`src/rtl/quad_encoder_emulator_if.sv`:
```
// rtl/quad_encoder_emulator_if.sv - command and encoder output bundle for the quadrature encoder emulator
interface quad_encoder_emulator_if #(
    parameter int CNT_W = 21,
    parameter int DIV_W = 16
);
    logic             cmd_valid;
    logic             cmd_ready;
    logic [CNT_W-1:0] cmd_target;
    logic [DIV_W-1:0] cmd_period;
    logic             A;
    logic             B;
    logic             Z;
    logic [CNT_W-1:0] position;
    logic             busy;
    logic             done;

    // Command issuer: drives requests, observes the emulated encoder
    modport master (
        output cmd_valid, cmd_target, cmd_period,
        input  cmd_ready, A, B, Z, position, busy, done
    );

    // Emulator side
    modport slave (
        input  cmd_valid, cmd_target, cmd_period,
        output cmd_ready, A, B, Z, position, busy, done
    );
endinterface

```
`src/rtl/quad_encoder_emulator.sv`:
```
// rtl/quad_encoder_emulator.sv - walks a position toward a commanded target emitting A/B/Z quadrature
module quad_encoder_emulator #(
    parameter int CNT_W = 21,
    parameter int DIV_W = 16,
    parameter int CPR   = 4096
) (
    input  logic                   clk,
    input  logic                   rst,
    quad_encoder_emulator_if.slave bus
);
    localparam int REV_W = $clog2(CPR);
    localparam logic [REV_W-1:0] REV_MAX = REV_W'(CPR - 1);

    typedef enum logic {IDLE, MOVE} state_t;

    state_t           state_q, state_d;
    logic [CNT_W-1:0] pos_q, pos_d;
    logic [REV_W-1:0] rev_q, rev_d;
    logic [CNT_W-1:0] tgt_q, tgt_d;
    logic [DIV_W-1:0] per_q, per_d;
    logic [DIV_W-1:0] tmr_q, tmr_d;
    logic             dir_q, dir_d;
    logic             a_q, a_d;
    logic             b_q, b_d;
    logic             z_q, z_d;
    logic             done_q, done_d;

    logic [CNT_W-1:0] diff;
    logic [DIV_W-1:0] per_eff;

    // State and output registers; reset parks the encoder at index with A=B=0
    always_ff @(posedge clk) begin
        if (rst) begin
            state_q <= IDLE;
            pos_q   <= '0;
            rev_q   <= '0;
            tgt_q   <= '0;
            per_q   <= DIV_W'(1);
            tmr_q   <= '0;
            dir_q   <= 1'b0;
            a_q     <= 1'b0;
            b_q     <= 1'b0;
            z_q     <= 1'b1;
            done_q  <= 1'b0;
        end else begin
            state_q <= state_d;
            pos_q   <= pos_d;
            rev_q   <= rev_d;
            tgt_q   <= tgt_d;
            per_q   <= per_d;
            tmr_q   <= tmr_d;
            dir_q   <= dir_d;
            a_q     <= a_d;
            b_q     <= b_d;
            z_q     <= z_d;
            done_q  <= done_d;
        end
    end

    // Next state: accept commands in IDLE, step on timer expiry in MOVE; A/B/Z follow the next position
    always_comb begin
        state_d = state_q;
        pos_d   = pos_q;
        rev_d   = rev_q;
        tgt_d   = tgt_q;
        per_d   = per_q;
        tmr_d   = tmr_q;
        dir_d   = dir_q;
        done_d  = 1'b0;
        per_eff = (bus.cmd_period == '0) ? DIV_W'(1) : bus.cmd_period;
        diff    = bus.cmd_target - pos_q;

        case (state_q)
            IDLE: begin
                if (bus.cmd_valid) begin
                    if (diff == '0) begin
                        done_d = 1'b1;
                    end else begin
                        state_d = MOVE;
                        tgt_d   = bus.cmd_target;
                        per_d   = per_eff;
                        tmr_d   = per_eff - DIV_W'(1);
                        // Sign bit clear means strictly positive here; the most negative
                        // difference has the sign bit set and therefore decrements.
                        dir_d   = ~diff[CNT_W-1];
                    end
                end
            end
            MOVE: begin
                if (tmr_q != '0) begin
                    tmr_d = tmr_q - DIV_W'(1);
                end else begin
                    tmr_d = per_q - DIV_W'(1);
                    if (dir_q) begin
                        pos_d = pos_q + CNT_W'(1);
                        rev_d = (rev_q == REV_MAX) ? '0 : rev_q + REV_W'(1);
                    end else begin
                        pos_d = pos_q - CNT_W'(1);
                        rev_d = (rev_q == '0) ? REV_MAX : rev_q - REV_W'(1);
                    end
                    if (pos_d == tgt_q) begin
                        state_d = IDLE;
                        done_d  = 1'b1;
                    end
                end
            end
            default: state_d = IDLE;
        endcase

        // Gray phase from the low two count bits: 0->00, 1->10, 2->11, 3->01
        a_d = pos_d[1] ^ pos_d[0];
        b_d = pos_d[1];
        z_d = (rev_d == '0);
    end

    assign bus.cmd_ready = (state_q == IDLE);
    assign bus.busy      = (state_q == MOVE);
    assign bus.A         = a_q;
    assign bus.B         = b_q;
    assign bus.Z         = z_q;
    assign bus.position  = pos_q;
    assign bus.done      = done_q;
endmodule

```
`src/flat_wrapper.sv`:
```
// flat-port wrapper written by rule: the top's interface ports become plain ports
module quad_encoder_emulator_flat 
#(
    parameter int CNT_W = 21,
    parameter int DIV_W = 16,
    parameter int CPR   = 4096
)
  (clk, rst, bus_cmd_valid, bus_cmd_target, bus_cmd_period, bus_cmd_ready, bus_A, bus_B, bus_Z, bus_position, bus_busy, bus_done);
  quad_encoder_emulator_if #(.CNT_W(CNT_W), .DIV_W(DIV_W)) bus_i ();
  input  logic clk;
  input  logic rst;
  input wire logic [$bits(bus_i.cmd_valid)-1:0] bus_cmd_valid;
  input wire logic [$bits(bus_i.cmd_target)-1:0] bus_cmd_target;
  input wire logic [$bits(bus_i.cmd_period)-1:0] bus_cmd_period;
  output wire logic [$bits(bus_i.cmd_ready)-1:0] bus_cmd_ready;
  output wire logic [$bits(bus_i.A)-1:0] bus_A;
  output wire logic [$bits(bus_i.B)-1:0] bus_B;
  output wire logic [$bits(bus_i.Z)-1:0] bus_Z;
  output wire logic [$bits(bus_i.position)-1:0] bus_position;
  output wire logic [$bits(bus_i.busy)-1:0] bus_busy;
  output wire logic [$bits(bus_i.done)-1:0] bus_done;
  assign bus_i.cmd_valid = bus_cmd_valid;
  assign bus_i.cmd_target = bus_cmd_target;
  assign bus_i.cmd_period = bus_cmd_period;
  assign bus_cmd_ready = bus_i.cmd_ready;
  assign bus_A = bus_i.A;
  assign bus_B = bus_i.B;
  assign bus_Z = bus_i.Z;
  assign bus_position = bus_i.position;
  assign bus_busy = bus_i.busy;
  assign bus_done = bus_i.done;
  quad_encoder_emulator #(.CNT_W(CNT_W), .DIV_W(DIV_W), .CPR(CPR)) u_core (.clk(clk), .rst(rst), .bus(bus_i));
endmodule
```
`config.mk`:
```
export PLATFORM = sky130hd
export DESIGN_NAME = quad_encoder_emulator_flat
export DESIGN_NICKNAME = d
export VERILOG_FILES = /design/src/rtl/quad_encoder_emulator_if.sv /design/src/rtl/quad_encoder_emulator.sv /design/src/flat_wrapper.sv
export SDC_FILE = /design/constraint.sdc
export NUM_CORES = 1
export LEC_CHECK = 0
export CAP_MARGIN = 10
export CORE_AREA = 2 2 170 172
export CTS_CLUSTER_DIAMETER = 100
export DETAILED_ROUTE_END_ITERATION = 12
export DIE_AREA = 0 0 172 174
export PLACE_DENSITY = 0.42
export SYNTH_ARGS = -nofsm -noshare
export SYNTH_HDL_FRONTEND = slang
export SYNTH_SLANG_ARGS = --single-unit
```
`constraint.sdc`:
```
create_clock -name clk -period 4.3 [get_ports clk]
set_clock_uncertainty 0.05 [all_clocks]
set_input_delay 0.86 -clock clk [delete_from_list [all_inputs] [get_ports clk]]
set_output_delay 0.86 -clock clk [all_outputs]
set_load 0.02 [all_outputs]
```
==> impl_metrics.env, run 1 <==
export IMPL_htreeDepth=3
export IMPL_synthFlopType="dfxtp_1"
export IMPL_via_count=8835
export IMPL_cts_hold_buf=0
export IMPL_place_inst=1606
export IMPL_die_w_um=172
export IMPL_layout_commonest_cell="a21oi_1"
export IMPL_rsz0062_at_grt="no"
export IMPL_fin_crit_sh_pct=93.5
export IMPL_status="completed"
export IMPL_ys_warn_count=0
export IMPL_core_mm2=0.0282
export IMPL_tightest_slew_ps=924
export IMPL_critical_path_required_ps=4490
export IMPL_num_antenna_cells=0
export IMPL_dieHeight_um=174
export IMPL_grtUsageTotal_pct=20.0
export IMPL_port_buffers=66
export IMPL_cts_tree="built"
export IMPL_drtIter0Drc=438
export IMPL_fin_cells=1621
export IMPL_clkSinkCount=91
export IMPL_clkLatencyLatePin_ps=360
export IMPL_area_growth_pct=21.2
export IMPL_syn_avg_cell_area_um2=7.20
export IMPL_crit_arrival_ps=4210
export IMPL_routedWlPerCell_um=18.3
export IMPL_synth_area_mm2=0.00833
export IMPL_ys_seq_area_share_pct=21.9
export IMPL_synth_edff_count=0
export IMPL_grt_ovfl_total=0
export IMPL_dp_hpwl_mm=22.6
export IMPL_drt_antenna_violating_nets=0
export IMPL_async_reset_ff_share_pct=0
export IMPL_ir_drop_mv=0.165
export IMPL_viasPerCell=5.45
export IMPL_max_clock_freq_ghz=0.249
export IMPL_first_pass_iters=4
export IMPL_ys_types=82
export IMPL_cts_root_buf="clkbuf_16"
export IMPL_end_kind="register"
export IMPL_hold_violations=0
export IMPL_mostFrequentLayoutCells="a21oi_1, nand2_1, nor2_1"
export IMPL_min_period_ps=4020
export IMPL_initial_core_util_pct=29.5
export IMPL_worstSetupStartpointType="input pin"
export IMPL_cap_violations=0
export IMPL_clk_path_buf_depth=2
export IMPL_io_pins=67
export IMPL_relSlewSlack_pct=38.3
export IMPL_report_power_total_uw=2990
export IMPL_ys_seq_elements=91
export IMPL_hold_class="reg -> reg"
export IMPL_ctsResizeCount=0
export IMPL_grt_pass1_vias=8289
export IMPL_post_cts_buffers=0
export IMPL_grt_pass1_wl_mm=47.4
export IMPL_finalSetupViolCount=0
export IMPL_nets=1317
export IMPL_synth_cells=1157
export IMPL_critPathKind="in -> reg"
export IMPL_numCtsBuffers=9
export IMPL_cp_max_fo=12
export IMPL_grt_start_max_net_pins=78
export IMPL_drc_errors=0
export IMPL_path_clk_slew_ps=70
export IMPL_die_area_mm2=0.0299
export IMPL_synth_nets=1241
export IMPL_antenna_found_initial=0
export IMPL_p_leak_uw=0.00389
export IMPL_rows=62
export IMPL_gp_congestion=0.837
export IMPL_drive_gt1_share_pct=10.4
export IMPL_powerDensity_mw_per_mm2=297
export IMPL_maxSlewViolCount=0
export IMPL_totalWireLength_mm=29.7
stage by stage:
stage | utilization [%] | hold WS (ps) | setup TNS, ps | area (um2) | setup slack (ps)
floorplan | - | 396 | 0 | 8330 | 326
finish | 35.7 | 448 | 0 | 10100 | 281
CTS | 35.7 | 447 | 0 | 10100 | 254
global route | 35.7 | 461 | 0 | 10100 | 37.1
global placement | 34.8 | 429 | -715 | 9820 | -60.2
detailed placement | 34.8 | 436 | -2450 | 9820 | -126
cell type report:
class | instances | area, um2
fillers | 3065 | 18100
multi-input cells | 948 | 6050
flip-flops and latches | 91 | 1820
repair buffers | 149 | 1340
well taps | 384 | 480
clock buffers | 9 | 225
inverters | 34 | 128
clock inverters | 6 | 50.0
critical path, cell delays in order:
cell and delay [ps]:
clkdlybuf4s50_1 470, ha_1 240, nor2b_1 150, o31a_4 310, or4_1 480, a32oi_1 160, nand4_1 130, nor4_1 310
nand4_2 230, buf_4 200, o22ai_2 150, buf_12 170, mux2_2 330
cells in the mapped netlist (5+ instances only):
master | number | area [um2]
or4_1 | 5 | 37.5
nand3_1 | 26 | 130
o221ai_1 | 5 | 43.8
a21o_1 | 14 | 105
nand2_1 | 121 | 454
a211oi_1 | 8 | 60.1
xnor2_1 | 37 | 324
nand4_1 | 16 | 100
nor3b_1 | 5 | 37.5
o21bai_1 | 5 | 37.5
and2_1 | 6 | 37.5
nand2b_1 | 6 | 37.5
ha_1 | 43 | 538
o21ai_0 | 78 | 390
xor2_1 | 24 | 210
or3_1 | 13 | 81.3
o21a_1 | 11 | 82.6
nor2_1 | 111 | 417
dfxtp_1 | 91 | 1820
nor3_1 | 15 | 75.1
nor2b_1 | 16 | 100
a211o_1 | 5 | 43.8
o31ai_1 | 5 | 37.5
o211ai_1 | 11 | 82.6
buf_6 | 5 | 56.3
and3_1 | 55 | 344
inv_1 | 32 | 120
a21oi_1 | 133 | 666
mux2i_1 | 13 | 130
clkbuf_1 | 72 | 270
nor4_1 | 18 | 113
a31oi_1 | 14 | 87.6
o2111ai_1 | 5 | 43.8
mux2_2 | 10 | 113
o22ai_1 | 8 | 50.1
o311ai_1 | 34 | 298
worst paths after layout:
| path | from | endpoint | depth (start not counted) | slack, ps |
|---|---|---|---|---|
| max | bus_cmd_target[1] | u_core.tmr_q[10]$_SDFFE_PP0P_ | 13 | 280 |
| min | u_core.tmr_q[11]$_SDFFE_PP0P_ | u_core.tmr_q[11]$_SDFFE_PP0P_ | 2 | 450 |
| max reg2reg | u_core.bus.position[1]$_SDFF_PP0_ | u_core.tmr_q[10]$_SDFFE_PP0P_ | 13 | 450 |
| min reg2reg | u_core.tmr_q[11]$_SDFFE_PP0P_ | u_core.tmr_q[11]$_SDFFE_PP0P_ | 2 | 450 |
power breakdown:
group	switching, uW	internal [uW]
registers	73.9	911
logic	698	523
clock network	392	396
total	1160	1830
flip-flops by register name, summed over array words and instances (netlist names):
name / cells
u_core.tmr_q: 16
u_core.bus.Z: 1
u_core.per_q: 16
u_core.dir_q: 1
u_core.bus.done: 1
u_core.bus.A: 1
u_core.bus.busy: 1
u_core.rev_q: 12
u_core.tgt_q: 21
u_core.bus.position: 21
logic make-up (layout without fill, tap and decap cells):
family / Yosys count / count (layout) / synth area share, %
muxes: 25 / 25 / 3.18
adders and majority gates: 44 / 44 / 6.70
xor gates and xnor gates: 63 / 63 / 6.96
buffers and inverters: 118 / 198 / 5.84
and+or+nand+nor: 434 / 434 / 25.8
DFF: 91 / 91 / 21.9
AOI/OAI and AO/OA: 382 / 382 / 29.7
layer usage:
metal,GRT usage [%],vias to the layer above,share of wire [%]
li1,-,4431,-
met1,30.3,4206,51
met2,30.6,180,44
met3,2.55,18,4.1
met4,3.43,0,0.81
met5,0,-,0
(Power assumes the default switching activity.)
==> inputs of run 2 (changes only) <==
--- a/config.mk
+++ b/config.mk
@@ -10,7 +10,9 @@
 export CTS_CLUSTER_DIAMETER = 100
 export DETAILED_ROUTE_END_ITERATION = 12
 export DIE_AREA = 0 0 172 174
+export GPL_TIMING_DRIVEN = 0
 export PLACE_DENSITY = 0.42
+export SLEW_MARGIN = 15
 export SYNTH_ARGS = -nofsm -noshare
 export SYNTH_HDL_FRONTEND = slang
 export SYNTH_SLANG_ARGS = --single-unit
==> run 2 against run 1 <==
Compared with the run above: final cell count increased by 0.25%; global-route usage increased by 1.2 points; combinational power about the same; non-clock buffer count increased by 2; register-to-register slack got worse by 200 ps; clock power increased by 7.9%; final area decreased by 1.0%; first-iteration DRC count increased by 43%; critical path type unchanged; largest cell class unchanged; highest routed layer unchanged.
==> impl_metrics.env, run 2 (same netlist as run 1, synthesis figures left out) <==
export IMPL_status="completed"
export IMPL_mostFrequentLayoutCells="a21oi_1, nand2_1, nor2_1"
export IMPL_ff2ff_path_depth=10
export IMPL_dp_hpwl_mm=24.7
export IMPL_design_area_mm2=0.00999
export IMPL_crit_start="bus_cmd_target[6]"
export IMPL_fin_tns_setup_ps=0
export IMPL_regToRegSetupSlack_ps=250
export IMPL_relSlewSlack_pct=37.0
export IMPL_cp_max_fo=10
export IMPL_drive_gt1_share_pct=7.41
export IMPL_layout_commonest_cell="a21oi_1"
export IMPL_grt_ovfl_total=0
export IMPL_hold_violations=0
export IMPL_rows=62
export IMPL_grt_pass1_wl_mm=49.4
export IMPL_critPathKind="in -> reg"
export IMPL_area_growth_pct=20.0
export IMPL_p_leak_uw=0.00369
export IMPL_antenna_found_initial=0
export IMPL_whs_ps=444
export IMPL_end_kind="register"
export IMPL_place_area_mm2=0.00947
export IMPL_cap_violations=0
export IMPL_totalWireLength_mm=31.8
export IMPL_dieHeight_um=174
export IMPL_routedWlPerCell_um=19.6
export IMPL_drc_errors=0
export IMPL_die_area_mm2=0.0299
export IMPL_worstSetupEndpoint="u_core.per_q[5]$_SDFFE_PP0P_"
export IMPL_nets=1320
export IMPL_fin_crit_sh_pct=96.2
export IMPL_clkLatencyLatePin_ps=360
export IMPL_rsz0062_at_grt="no"
export IMPL_grtUsageTotal_pct=21.3
export IMPL_num_antenna_cells=0
export IMPL_via_count=8983
export IMPL_n_fill_cell=3130
export IMPL_tightest_slew_ps=938
export IMPL_cts_root_buf="clkbuf_16"
export IMPL_ir_drop_mv=0.128
export IMPL_first_pass_iters=5
export IMPL_drt_antenna_violating_nets=0
export IMPL_core_mm2=0.0282
export IMPL_port_buffers=66
export IMPL_gp_congestion=0.840
export IMPL_rr_endpoint="u_core.bus.position[4]$_SDFFE_PP0P_"
export IMPL_crit_arrival_ps=4310
export IMPL_maxSlewViolCount=0
export IMPL_clkSinkCount=91
export IMPL_path_clk_slew_ps=80
export IMPL_cts_tree="built"
export IMPL_initial_core_util_pct=29.5
export IMPL_grt_pass1_vias=8553
export IMPL_min_period_ps=4130
export IMPL_finalSetupViolCount=0
export IMPL_drtIter0Drc=628
export IMPL_powerDensity_mw_per_mm2=305
export IMPL_viasPerCell=5.53
export IMPL_worstSetupStartpointType="input pin"
export IMPL_r2r_start="u_core.tmr_q[5]$_SDFFE_PP0P_"
export IMPL_io_pins=67
export IMPL_grt_start_max_net_pins=17
export IMPL_numCtsBuffers=9
export IMPL_critical_path_required_ps=4480
export IMPL_die_w_um=172
export IMPL_hold_class="reg -> reg"
export IMPL_clk_path_buf_depth=2
export IMPL_max_clock_freq_ghz=0.242
export IMPL_htreeDepth=3
==> run 2: repair_timing <==
item,4_1_cts,5_1_grt
pin swaps,2,4
setup buffers,5,0
hold buffers,0,0
gates resized for setup,6,55
setup endpoints to repair,53,49
gates cloned,1,0
==> run 2: worst max-delay path: stages <==
cell and delay [ps]:
clkdlybuf4s50_1 510, ha_2 330, a21o_1 210, or3_1 340
o22a_2 250, o311a_1 380, a2111oi_4 340, nand4_2 140
buf_6 160, clkbuf_2 190, buf_2 220, o21ai_0 230
o311ai_2 140
==> run 2: where the power goes <==
group          total, uW  internal [uW]  switching [uW]  leakage [uW]
Sequential           987            911            75.3      0.000746
Clock                850            456             394      0.000147
Combinational       1210            473             740       0.00280
==> run 2: area by class of cell <==
cell class	instances	area, um2	area share [%]
clock inverters	7	73.8	0.739
flip-flops and latches	91	1820	18.2
repair inverters	1	5.00	0.0501
plain buffers	80	355	3.56
multi-input cells	948	6190	62.0
clock buffers	9	225	2.25
repair buffers	71	704	7.05
well taps	384	480	4.81
inverters	34	133	1.33
==> run 2: worst min-delay path by stage <==
stage                                        from                            end  slack, ps  depth (start not counted)
detailed placement  u_core.tmr_q[13]$_SDFFE_PP0P_  u_core.tmr_q[13]$_SDFFE_PP0P_        430                          2
floorplan            u_core.tmr_q[7]$_SDFFE_PP0P_   u_core.tmr_q[7]$_SDFFE_PP0P_        400                          2
global route        u_core.tmr_q[13]$_SDFFE_PP0P_  u_core.tmr_q[13]$_SDFFE_PP0P_        440                          2
global placement    u_core.tmr_q[13]$_SDFFE_PP0P_  u_core.tmr_q[13]$_SDFFE_PP0P_        420                          2
finish              u_core.tmr_q[13]$_SDFFE_PP0P_  u_core.tmr_q[13]$_SDFFE_PP0P_        440                          2
CTS                 u_core.tmr_q[13]$_SDFFE_PP0P_  u_core.tmr_q[13]$_SDFFE_PP0P_        440                          2
==> run 2: through the flow <==
step / setup WS, ps / instances / power [uW] / util, %
finish: 165 / 1625 / 3050 / 35.4
global route: 0.268 / 1625 / 3220 / 35.4
CTS: 0.453 / 1629 / 3030 / 34.8
detailed placement: -1150 / 1607 / 2170 / 33.5
global placement: -1210 / 1607 / 2170 / 33.5
floorplan: 326 / 1157 / 1800 / -
==> run 2: layer usage <==
layer	vias up	track usage, %	share of wire [%]
li1	4435	-	-
met1	4300	31.5	50
met2	223	33.2	45
met3	25	1.68	3.6
met4	0	5.08	1.4
met5	-	0	0
==> inputs of run 3 (changes only) <==
--- a/config.mk
+++ b/config.mk
@@ -5,13 +5,13 @@
 export SDC_FILE = /design/constraint.sdc
 export NUM_CORES = 1
 export LEC_CHECK = 0
+export ABC_CLOCK_PERIOD_IN_PS = 5240
 export CAP_MARGIN = 10
 export CORE_AREA = 2 2 170 172
 export CTS_CLUSTER_DIAMETER = 100
 export DETAILED_ROUTE_END_ITERATION = 12
 export DIE_AREA = 0 0 172 174
 export GPL_TIMING_DRIVEN = 0
-export PLACE_DENSITY = 0.42
 export SLEW_MARGIN = 15
 export SYNTH_ARGS = -nofsm -noshare
 export SYNTH_HDL_FRONTEND = slang
==> constraint.sdc (replaced) <==
create_clock -name clk -period 5.24 [get_ports clk]
set_clock_uncertainty 0.05 [all_clocks]
set_input_delay 1.048 -clock clk [delete_from_list [all_inputs] [get_ports clk]]
set_output_delay 1.048 -clock clk [all_outputs]
set_load 0.02 [all_outputs]
==> run 3 against run 2 <==
Compared with the run above: final area fell by 2.0%; critical path depth fell by 1; count of clock-buffer cells in the layout rose by 1; global-route usage fell by 2.2 points; sequential share of layout area rose by 0.36 points; first-iteration DRC count rose by 39%; combinational power fell by 22%; via count rose by 0.50%; critical path type is now reg -> reg; highest routed layer unchanged.
==> impl_metrics.env, run 3 (same netlist as run 1, synthesis figures left out) <==
export IMPL_status="completed"
export IMPL_end_kind="register"
export IMPL_htreeDepth=3
export IMPL_fin_tns_setup_ps=0
export IMPL_via_count=9028
export IMPL_cp_common_cell="o21ai_1"
export IMPL_drt_antenna_violating_nets=0
export IMPL_maxSlewViolCount=0
export IMPL_finalSetupViolCount=0
export IMPL_crit_arrival_ps=5020
export IMPL_grt_pass1_wl_mm=45.6
export IMPL_cts_tree="built"
export IMPL_design_area_mm2=0.00979
export IMPL_die_w_um=172
export IMPL_antenna_found_initial=0
export IMPL_min_period_ps=4860
export IMPL_cts_root_buf="clkbuf_16"
export IMPL_grt_start_max_net_pins=30
export IMPL_cp_max_fo=29
export IMPL_nets=1318
export IMPL_cts_hold_buf=0
export IMPL_critical_path_cell_chain="clkinv_2 -> ha_1 -> buf_2 -> a211oi_1 -> o21ai_1 -> a21boi_1 -> o21ai_1 -> a31oi_1 -> xnor3_1 -> or2_0 -> or4_1 -> nor3b_1"
export IMPL_place_area_mm2=0.00947
export IMPL_num_antenna_cells=0
export IMPL_ctsResizeCount=1
export IMPL_report_power_total_uw=2470
export IMPL_initial_core_util_pct=29.5
export IMPL_core_mm2=0.0282
export IMPL_first_pass_iters=5
export IMPL_min_path_cells=2
export IMPL_grt_pass1_vias=8349
export IMPL_tightest_slew_ps=888
export IMPL_dp_hpwl_mm=22.2
export IMPL_grtUsageTotal_pct=19.1
export IMPL_cap_violations=0
export IMPL_port_buffers=66
export IMPL_rows=62
export IMPL_hold_violations=0
export IMPL_grt_ovfl_total=0
export IMPL_totalWireLength_mm=28.7
export IMPL_die_area_mm2=0.0299
export IMPL_powerDensity_mw_per_mm2=252
export IMPL_io_pins=67
export IMPL_drive_gt1_share_pct=4.12
export IMPL_critical_path_required_ps=5390
export IMPL_drc_errors=0
export IMPL_n_fill_cell=3036
export IMPL_critPathKind="reg -> reg"
export IMPL_worstSetupStartpointType="register"
export IMPL_p_leak_uw=0.00363
export IMPL_ff2ff_path_depth=12
export IMPL_gp_congestion=0.900
export IMPL_viasPerCell=5.56
export IMPL_mostFrequentLayoutCells="a21oi_1, nand2_1, nor2_1"
export IMPL_clkSinkCount=91
export IMPL_fin_crit_sh_pct=92.8
export IMPL_cp_slowest_cell="or4_1"
export IMPL_hold_class="reg -> reg"
export IMPL_relSlewSlack_pct=40.3
export IMPL_drtIter0Drc=871
export IMPL_routedWlPerCell_um=17.7
export IMPL_ir_drop_mv=0.158
export IMPL_numCtsBuffers=9
export IMPL_path_clk_slew_ps=80
export IMPL_max_clock_freq_ghz=0.206
export IMPL_rsz0062_at_grt="no"
export IMPL_slowest_delay_ps=590
export IMPL_clk_path_buf_depth=2
export IMPL_layout_commonest_cell="a21oi_1"
export IMPL_clkLatencyLatePin_ps=360
export IMPL_dieHeight_um=174
export IMPL_post_cts_buffers=0
export IMPL_area_growth_pct=17.6
[run 3: power by group]
group / switching (uW) / internal, uW / total [uW]
clock network: 325 / 394 / 719
logic: 573 / 373 / 946
registers: 59.4 / 748 / 807
total: 957 / 1510 / 2470
[run 3: area by class of cell]
| class | count | area [um2] | share of cell area, % |
|---|---|---|---|
| multi-input combinational | 948 | 6020 | 61.5 |
| sequential | 91 | 1820 | 18.6 |
| timing repair buffer | 66 | 661 | 6.75 |
| tap | 384 | 480 | 4.91 |
| buffer | 84 | 359 | 3.67 |
| clock buffer | 10 | 239 | 2.44 |
| inverter | 34 | 129 | 1.32 |
| clock inverter | 6 | 82.6 | 0.843 |
[run 3: per-stage QoR]
step / worst slack, ps / hold WS [ps] / utilization, % / std cells
finish: 378 / 450 / 34.7 / 1623
global route: 190 / 472 / 34.7 / 1623
detailed placement: -104 / 438 / 33.5 / 1607
floorplan: 1240 / 396 / - / 1157
CTS: 442 / 451 / 34.7 / 1623
global placement: -116 / 429 / 33.5 / 1607
[run 3: path summary, 6_finish.rpt]
| kind | start | to | slack, ps |
|---|---|---|---|
| max reg2reg | u_core.dir_q$_SDFFE_PP0P_ | u_core.bus.busy$_SDFF_PP0_ | 380 |
| max | u_core.dir_q$_SDFFE_PP0P_ | u_core.bus.busy$_SDFF_PP0_ | 380 |
| min reg2reg | u_core.bus.position[4]$_SDFFE_PP0P_ | u_core.bus.position[4]$_SDFFE_PP0P_ | 450 |
| min | u_core.bus.position[4]$_SDFFE_PP0P_ | u_core.bus.position[4]$_SDFFE_PP0P_ | 450 |
[run 3: routing by layer]
layer  GRT usage [%]  wire, um  up-vias
li1                -         -     4431
met1            26.8     13400     4235
met2            30.8     13000      322
met3            2.07      1740       40
met4            5.64       647        0
met5               0         0        -
[run 3: critical path, delay by kind of cell, from the launching register on]
family / cells / cell delay (ps)
flops: 1 / 480
xor+xnor: 1 / 290
fa+ha+maj: 1 / 450
simple gates: 3 / 1020
buf+inv: 2 / 640
compound gates: 5 / 1750
